--- src/rtl/hack_mem_pkg.sv ---
// Shared constants, arbiter state type and address-legality helpers for the Hack memory arbiter.
package hack_mem_pkg;

  localparam int ADDR_W      = 15;
  localparam int DATA_W      = 16;
  localparam int SCREEN_BASE = 16384;
  localparam int KBD_ADDR    = 24576;

  typedef enum logic [1:0] {
    IDLE  = 2'd0,
    OWN_A = 2'd1,
    OWN_B = 2'd2
  } arb_state_t;

  // Writes to the keyboard register and everything above it must never reach Memory.
  function automatic logic is_illegal_wr(input logic [ADDR_W-1:0] addr,
                                         input int kbd = KBD_ADDR);
    return (32'(addr) >= 32'(kbd));
  endfunction

  // The keyboard register itself is readable; only addresses beyond it are unmapped.
  function automatic logic is_unmapped(input logic [ADDR_W-1:0] addr,
                                       input int kbd = KBD_ADDR);
    return (32'(addr) > 32'(kbd));
  endfunction

endpackage

--- src/rtl/hack_mem_arb_wait_ctr.sv ---
// Saturating count of cycles the scan-out port has been kept waiting; flags when the limit is reached.
module hack_mem_arb_wait_ctr
  import hack_mem_pkg::*;
#(
  parameter int MAX_WAIT = 8
) (
  input  logic clk,
  input  logic reset,
  input  logic inc,
  input  logic clr,
  output logic at_max
);

  localparam int CW = $clog2(MAX_WAIT + 1);
  localparam logic [CW-1:0] MAX_C = CW'(MAX_WAIT);

  logic [CW-1:0] cnt_r;

  // Count waiting cycles, clear on every grant, hold at the limit.
  always_ff @(posedge clk) begin
    if (reset) begin
      cnt_r <= '0;
    end else if (clr) begin
      cnt_r <= '0;
    end else if (inc && (cnt_r != MAX_C)) begin
      cnt_r <= cnt_r + CW'(1);
    end else begin
      cnt_r <= cnt_r;
    end
  end

  assign at_max = (cnt_r == MAX_C);

endmodule

--- src/rtl/hack_mem_arbiter.sv ---
// Two-port arbiter for the Hack Memory: CPU (A, read/write, priority) and scan-out (B, read-only, burst lock).
// Optional starvation guard for B is enabled by defining HACK_MEM_ARB_STARVE_GUARD_EN.
module hack_mem_arbiter
  import hack_mem_pkg::*;
#(
  parameter int ADDR_W    = hack_mem_pkg::ADDR_W,
  parameter int DATA_W    = hack_mem_pkg::DATA_W,
  parameter int KBD_ADDR  = hack_mem_pkg::KBD_ADDR,
  parameter int BURST_MAX = 4,
  parameter int MAX_WAIT  = 8
) (
  input  logic              clk,
  input  logic              reset,
  input  logic              a_req,
  input  logic              a_we,
  input  logic [ADDR_W-1:0] a_addr,
  input  logic [DATA_W-1:0] a_wdata,
  output logic              a_gnt,
  output logic              a_rvalid,
  output logic [DATA_W-1:0] a_rdata,
  input  logic              b_req,
  input  logic              b_lock,
  input  logic [ADDR_W-1:0] b_addr,
  output logic              b_gnt,
  output logic              b_rvalid,
  output logic [DATA_W-1:0] b_rdata,
  output logic [ADDR_W-1:0] mem_address,
  output logic [DATA_W-1:0] mem_in,
  output logic              mem_load,
  input  logic [DATA_W-1:0] mem_out,
  output logic              err_addr
);

  localparam int BW = $clog2(BURST_MAX + 1);
  localparam logic [BW-1:0] BURST_LIM = BW'(BURST_MAX);

  arb_state_t    state_r;
  arb_state_t    state_s;
  logic [BW-1:0] burst_r;
  logic [BW-1:0] burst_s;
  logic          gnt_a_s;
  logic          gnt_b_s;
  logic          force_b_s;
  logic          err_s;

`ifdef HACK_MEM_ARB_STARVE_GUARD_EN
  hack_mem_arb_wait_ctr #(
    .MAX_WAIT (MAX_WAIT)
  ) u_wait_ctr (
    .clk    (clk),
    .reset  (reset),
    .inc    (b_req && !gnt_b_s),
    .clr    (gnt_b_s),
    .at_max (force_b_s)
  );
`else
  assign force_b_s = 1'b0;
`endif

  // Grant selection and next owner; a locked B burst outranks even the starvation override.
  always_comb begin
    gnt_a_s = 1'b0;
    gnt_b_s = 1'b0;
    state_s = IDLE;
    burst_s = '0;
    if (reset) begin
      state_s = IDLE;
    end else begin
      case (state_r)
        OWN_B: begin
          if (b_req && b_lock && (burst_r < BURST_LIM)) begin
            gnt_b_s = 1'b1;
            burst_s = burst_r + BW'(1);
          end else if (b_req && force_b_s) begin
            gnt_b_s = 1'b1;
            burst_s = BW'(1);
          end else if (a_req) begin
            gnt_a_s = 1'b1;
          end else if (b_req) begin
            gnt_b_s = 1'b1;
            burst_s = BW'(1);
          end else begin
            gnt_a_s = 1'b0;
          end
        end
        IDLE, OWN_A: begin
          if (b_req && force_b_s) begin
            gnt_b_s = 1'b1;
            burst_s = BW'(1);
          end else if (a_req) begin
            gnt_a_s = 1'b1;
          end else if (b_req) begin
            gnt_b_s = 1'b1;
            burst_s = BW'(1);
          end else begin
            gnt_a_s = 1'b0;
          end
        end
        default: begin
          gnt_a_s = 1'b0;
        end
      endcase
      if (gnt_a_s) begin
        state_s = OWN_A;
      end else if (gnt_b_s) begin
        state_s = OWN_B;
      end else begin
        state_s = IDLE;
      end
    end
  end

  // Owner and burst length register.
  always_ff @(posedge clk) begin
    if (reset) begin
      state_r <= IDLE;
      burst_r <= '0;
    end else begin
      state_r <= state_s;
      burst_r <= burst_s;
    end
  end

  // Memory port mux; illegal writes keep the grant but never assert load.
  always_comb begin
    mem_address = '0;
    mem_in      = '0;
    mem_load    = 1'b0;
    err_s       = 1'b0;
    if (gnt_a_s) begin
      mem_address = a_addr;
      mem_in      = a_wdata;
      mem_load    = a_we && !is_illegal_wr(a_addr, KBD_ADDR);
      err_s       = a_we ? is_illegal_wr(a_addr, KBD_ADDR) : is_unmapped(a_addr, KBD_ADDR);
    end else if (gnt_b_s) begin
      mem_address = b_addr;
      err_s       = is_unmapped(b_addr, KBD_ADDR);
    end else begin
      mem_load = 1'b0;
    end
  end

  // Read return path: capture Memory at the end of the grant cycle, unmapped reads return zero.
  always_ff @(posedge clk) begin
    if (reset) begin
      a_rvalid <= 1'b0;
      b_rvalid <= 1'b0;
      a_rdata  <= '0;
      b_rdata  <= '0;
      err_addr <= 1'b0;
    end else begin
      a_rvalid <= gnt_a_s && !a_we;
      b_rvalid <= gnt_b_s;
      err_addr <= err_s;
      if (gnt_a_s && !a_we) begin
        a_rdata <= is_unmapped(a_addr, KBD_ADDR) ? '0 : mem_out;
      end else begin
        a_rdata <= a_rdata;
      end
      if (gnt_b_s) begin
        b_rdata <= is_unmapped(b_addr, KBD_ADDR) ? '0 : mem_out;
      end else begin
        b_rdata <= b_rdata;
      end
    end
  end

  assign a_gnt = gnt_a_s;
  assign b_gnt = gnt_b_s;

endmodule
--- config.mk ---
export PLATFORM = sky130hd
export DESIGN_NAME = hack_mem_arbiter
export DESIGN_NICKNAME = d
export VERILOG_FILES = /design/src/rtl/hack_mem_pkg.sv /design/src/rtl/hack_mem_arb_wait_ctr.sv /design/src/rtl/hack_mem_arbiter.sv
export SDC_FILE = /design/constraint.sdc
export NUM_CORES = 1
export LEC_CHECK = 0
export ABC_AREA = 1
export CAP_MARGIN = 10
export CORE_MARGIN = 1
export CORE_UTILIZATION = 31
export CTS_CLUSTER_SIZE = 8
export DETAILED_ROUTE_END_ITERATION = 12
export GPL_TIMING_DRIVEN = 0
export MAX_ROUTING_LAYER = met4
export PLACE_DENSITY = 0.76
export SETUP_SLACK_MARGIN = 0.15
export SLEW_MARGIN = 10
export SYNTH_ARGS = -nofsm -noshare
export SYNTH_HDL_FRONTEND = slang
export SYNTH_SLANG_ARGS = --single-unit
--- constraint.sdc ---
create_clock -name clk -period 1.5 [get_ports clk]
set_input_delay 0.3 -clock clk [delete_from_list [all_inputs] [get_ports clk]]
set_output_delay 0.3 -clock clk [all_outputs]
set_load 0.01 [all_outputs]
==> impl_metrics.json, run 1 <==
{
  "status": "finished with violations",
  "violations": "negative setup slack",
  "crit_path_end_kind": "primary output",
  "relSlewSlack_pct": 61.1,
  "fillers": 525,
  "drive_gt1_share_pct": 31.9,
  "dp_hpwl_mm": 5.19,
  "drt-met1-wl_mm": 2.92,
  "multiInputGateArea_um2": 1110,
  "leakage_uw": 0.00191,
  "setup_violations": 51,
  "dpl.cell_count": 485,
  "synth.top_cell.area_share_pct": 41.6,
  "stdcell_count": 527,
  "regArea_um2": 805,
  "ys.flop_type": "dfxtp_1",
  "postLayoutCellArea_um2": 3960,
  "fmaxAchievable_mhz": 531,
  "final_max_slew_viol_count": 0,
  "drt_iter0_markers": 105,
  "io_pins": 137,
  "async_reset_ff_share_pct": 0,
  "arrival_ps": 1580,
  "vdd_drop_max_v": 0.000903,
  "grt_pass1_vias": 2390,
  "synth_area_leaders": "dfxtp_1 42%, nand2_1 11%, nand3_1 9.4%, a21oi_1 8.3%, nor2_1 6.4%",
  "synthCells": 275,
  "grt_overflow_total": 0,
  "ctsLongestPathBuffers": 2,
  "rsz0062_at_grt": "true",
  "synth_edf_count": 0,
  "h-tree-depth": 2,
  "pre_cts_slack_ps": -1010,
  "synth.largest_area_cell": "dfxtp_1",
  "fin_crit_sh_pct": 126,
  "clk_pin_slew_worst_paths_ps": 80,
  "wl_met3_um": 475,
  "synth_area_um2": 1920,
  "port_buffers": 135,
  "ys_seq_area_share_pct": 41.6,
  "die_x_um": 80.8,
  "top_layer_used": "met4",
  "power_density_nw_per_um2": 684,
  "grt_max_degree": 14,
  "worstPathMaxFanout": 5,
  "final_cell_mix": "56 x clkdlybuf4s50_1, 42 x nand2_1, 40 x dlygate4sd2_1",
  "finalHoldViolCount": 0,
  "syn_to_final_growth_pct": 106,
  "ys_warn_count": 0,
  "routed_wl_mm": 7.48,
  "tightest_slew_ps": 583,
  "wl_met2_mm": 4.02,
  "finClkSkew_ps": 5.15,
  "clock_sinks": 40,
  "routedWlPerCell_um": 14.2,
  "setup_ws_ps": -384,
  "clock-root-buffer": "clkbuf_8",
  "die_y_um": 80.8,
  "placed_area_um2": 3410,
  "routabilityCongestion": 0.876,
  "ys_seq_elements": 40,
  "n_antenna_cell": 0,
  "worstSetupStartpointType": "register",
  "avgSynthCellArea_um2": 6.99,
  "grt_use_total_pct": 23.2,
  "route.detailed.drc": 0,
  "period_minus_slack_ps": 1880,
  "cts_tree": "done",
  "synth_nets": 344,
  "antenna_found_initial": 0,
  "final_nets": 520,
  "vias": 2508,
  "layout_commonest_cell": "clkdlybuf4s50_1",
  "final_antenna_net_count": 0,
  "yosysUniqueCellTypes": 23,
  "min_path_type": "input port to register",
  "cts_buffers": 5,
  "critPathKind": "register to primary output",
  "die_area_um2": 6520,
  "row_count": 28,
  "power.total_uw": 2710,
  "initial_core_util_pct": 32.3,
  "cp.required_ps": 1200,
  "coreArea_um2": 5960,
  "firstDrtPassIters": 4,
  "cap_viol_max_count": 0,
  "viasPerCell": 4.76,
  "grt_pass1_wl_mm": 11.4,
  "insertion_delay_ps": 290
}
[path summary, 6_finish.rpt]
kind / slack, ps / cells after the start / endpoint / startpoint
worst max register to register: -250 / 11 / a_rdata[10] / state_r[1]
worst min register to register: 470 / 2 / a_rdata[14] / a_rdata[14]
worst min-delay path: 220 / 2 / b_rdata[9] / reset
worst max-delay path: -380 / 7 / mem_address[11] / state_r[1]
[state kept, by name (all words and copies together), names as in the netlist]
register  cells
b_rvalid      1
err_addr      1
a_rdata      16
state_r       2
a_rvalid      1
burst_r       3
b_rdata      16
[worst max-delay path, cell delays in order, from the launching register on]
cell and delay [ps]:
dfxtp_4 390, nand4_4 120, buf_6 140, nand3_4 120
inv_4 60, buf_6 130, a22o_1 200, buf_2 140
[power breakdown]
part / internal (uW) / switching (uW) / total [uW]
logic: 405 / 328 / 733
clock network: 492 / 372 / 864
registers: 1090 / 19.5 / 1110
[what timing repair did]
action	CTS	global route
gates cloned	3	1
hold buffers	0	0
setup endpoints to repair	104	67
gates resized for setup	244	33
setup buffers	21	9
pin swaps	17	16
[cells by family after synthesis]
logic type               after synthesis  share of synthesized area [%]
adder cells (fa/ha/maj)                1                          0.651
buffers and inverters                 49                           11.5
AO/OA/AOI/OAI                         50                           14.8
flip-flops                            40                           41.6
AND/OR/NAND/NOR                      135                           31.4
[metrics by stage]
step                utilization (%)  setup TNS [ps]  hold WS [ps]
floorplan                         -               0           460
global placement               57.2          -41660           453
detailed placement             57.2          -43130           461
CTS                            63.0          -10510           227
global route                   66.5          -17440           219
finish                         66.5          -13900           223
[metal layers]
metal	GRT usage [%]	vias to the layer above
li1	-	1240
met2	41.4	93
met3	4.94	8
met1	26.1	1167
met5	-	-
met4	6.07	0
[cell type report]
| class | instances | area share, % |
|---|---|---|
| Buffer | 15 | 4.07 |
| Inverter | 34 | 3.35 |
| Sequential cell | 40 | 20.3 |
| Tap cell | 75 | 2.37 |
| Timing Repair Buffer | 169 | 39.1 |
| Clock inverter | 3 | 1.07 |
| Multi-Input combinational cell | 186 | 28.0 |
| Clock buffer | 5 | 1.74 |
[synth_stat cells (2+ instances only)]
master and instances:
a21oi_1 32, a22o_1 8, buf_2 6, buf_4 2, buf_6 3, clkbuf_1 4, dfxtp_1 40, inv_1 32
inv_2 2, nand2_1 56, nand2_2 2, nand3_1 36, nor2_1 33, nor3_1 3, o21ai_0 8
Power figures use the tool's default switching activity.
==> inputs of run 2 (changes only) <==
- CELL_PAD_IN_SITES_DETAIL_PLACEMENT: default -> 1
- CELL_PAD_IN_SITES_GLOBAL_PLACEMENT: default -> 1
- CORE_UTILIZATION: 31 -> 20
- PLACE_DENSITY: 0.76 -> default
- PLACE_DENSITY_LB_ADDON: default -> 0.1
==> run 2 against run 1 <==
Against the previous run: the flow still finishes with violations (negative setup slack); combinational power up 20%; via count grew 1.0%; clock power shrank 15%; die area up 54%; utilization fell by 18 points; sequential share of layout area shrank 2.5 points; largest cell class unchanged.
==> impl_metrics.json, run 2 (synthesis results as in run 1) <==
{
  "cts_buffers": 5,
  "vias": 2533,
  "fin_crit_sh_pct": 127,
  "arrival_ps": 1610,
  "antenna_found_initial": 0,
  "dp_hpwl_mm": 6.09,
  "cts_hold_buf": 0,
  "finalHoldViolCount": 0,
  "relSlewSlack_pct": 44.6,
  "min_path_type": "input port to register",
  "tightest_slew_ps": 831,
  "layout_commonest_cell": "clkdlybuf4s50_1",
  "firstDrtPassIters": 4,
  "final_antenna_net_count": 0,
  "cp.required_ps": 1200,
  "route.detailed.drc": 0,
  "ctsLongestPathBuffers": 2,
  "h-tree-depth": 2,
  "worstSetupStartpointType": "register",
  "row_count": 35,
  "finalSetupTns_ps": -15870,
  "pre_cts_slack_ps": -1040,
  "port_buffers": 135,
  "io_pins": 137,
  "routedWlPerCell_um": 15.6,
  "reg_top3": "a_rdata x16, b_rdata x16, burst_r x3",
  "grt_use_total_pct": 19.2,
  "startpoint": "state_r[1]",
  "leakage_uw": 0.00200,
  "drt_iter0_markers": 36,
  "final_max_slew_viol_count": 0,
  "placed_area_um2": 3470,
  "violations": "negative setup slack",
  "cts_tree": "done",
  "die_y_um": 100,
  "final_cell_mix": "63 x clkdlybuf4s50_1, 41 x buf_6, 39 x dfxtp_1",
  "grt_pass1_wl_mm": 14.3,
  "insertion_delay_ps": 300,
  "routed_wl_mm": 9.21,
  "postLayoutCellArea_um2": 4520,
  "fmaxAchievable_mhz": 523,
  "syn_to_final_growth_pct": 135,
  "crit_path_end_kind": "primary output",
  "routabilityCongestion": 0.712,
  "period_minus_slack_ps": 1910,
  "clock_sinks": 40,
  "n_antenna_cell": 0,
  "cap_viol_max_count": 0,
  "die_x_um": 100,
  "final_nets": 528,
  "rsz0062_at_grt": "true",
  "worstPathMaxFanout": 5,
  "clock-root-buffer": "clkbuf_8",
  "setup_ws_ps": -410,
  "finClkSkew_ps": 8.28,
  "status": "finished with violations",
  "grt_pass1_vias": 2658,
  "initial_core_util_pct": 20.7,
  "grt_overflow_total": 0,
  "grt_max_degree": 14,
  "hp-start": "reset",
  "clk_pin_slew_worst_paths_ps": 90,
  "coreArea_um2": 9280,
  "worstReg2RegStart": "state_r[1]",
  "viasPerCell": 4.30,
  "vdd_drop_max_v": 0.000288,
  "setup_violations": 61,
  "power_density_nw_per_um2": 603,
  "fillers": 1092,
  "critPathKind": "register to primary output",
  "die_area_um2": 10000,
  "drive_gt1_share_pct": 40.2
}
==> run 2: cell count changes in the layout (fill, tap and decap cells not counted), moves of 7 or more <==
cell,previous run,this run
a21oi_1,24,12
a21oi_2,9,21
buf_2,25,15
buf_6,30,41
buf_8,3,10
clkdlybuf4s50_1,56,63
nand2_4,5,15
nand3_1,34,25
nor2_4,8,17
==> run 2: what timing repair did <==
item | CTS | global route
buffers inserted | 34 | 3
endpoints found under the setup margin | 104 | 69
cloned | 4 | 1
pin swaps | 20 | 14
resized for setup | 283 | 75
==> run 2: layout make-up <==
type | count | area (um2) | share of cell area (%)
clock buffers | 5 | 68.8 | 1.52
multi-input cells | 186 | 1350 | 29.9
clock inverters | 3 | 18.8 | 0.415
well taps | 129 | 161 | 3.57
repair buffers | 177 | 1790 | 39.6
flip-flops and latches | 40 | 805 | 17.8
plain buffers | 15 | 183 | 4.04
inverters | 34 | 145 | 3.21
==> run 2: power by group <==
| group | internal [uW] | total [uW] | switching [uW] |
|---|---|---|---|
| sequential | 1090 | 1120 | 22.4 |
| clock | 325 | 732 | 407 |
| combinational | 484 | 877 | 393 |
==> run 2: final timing paths <==
path	end	slack (ps)	depth (start not counted)
min	b_rdata[12]	220	2
min reg2reg	b_rdata[0]	470	2
max reg2reg	a_rdata[14]	-290	11
max	mem_address[14]	-410	7
==> run 2: worst max-delay path: stages (launching register included) <==
cell and delay (ps):
dfxtp_4 380, nand4_4 130, buf_6 150, nand3_4 110
inv_6 60, buf_4 130, a22o_1 210, buf_2 140
==> run 2: routing by layer <==
metal / global-route usage [%] / wire length [um]
met5: - / 0
met4: 4.01 / 82
met3: 3.13 / 439
met2: 35.5 / 4920
met1: 21.8 / 3760
==> run 2: per-stage QoR <==
step | total power (uW) | cells | hold WS (ps) | util [%]
after global routing | 2870 | 589 | 218 | 48.7
after detailed placement | 1780 | 539 | 457 | 37.4
final | 2730 | 589 | 220 | 48.7
after floorplan | 1370 | 275 | 460 | -
after global placement | 1770 | 539 | 453 | 37.4
after CTS | 2640 | 585 | 222 | 44.7
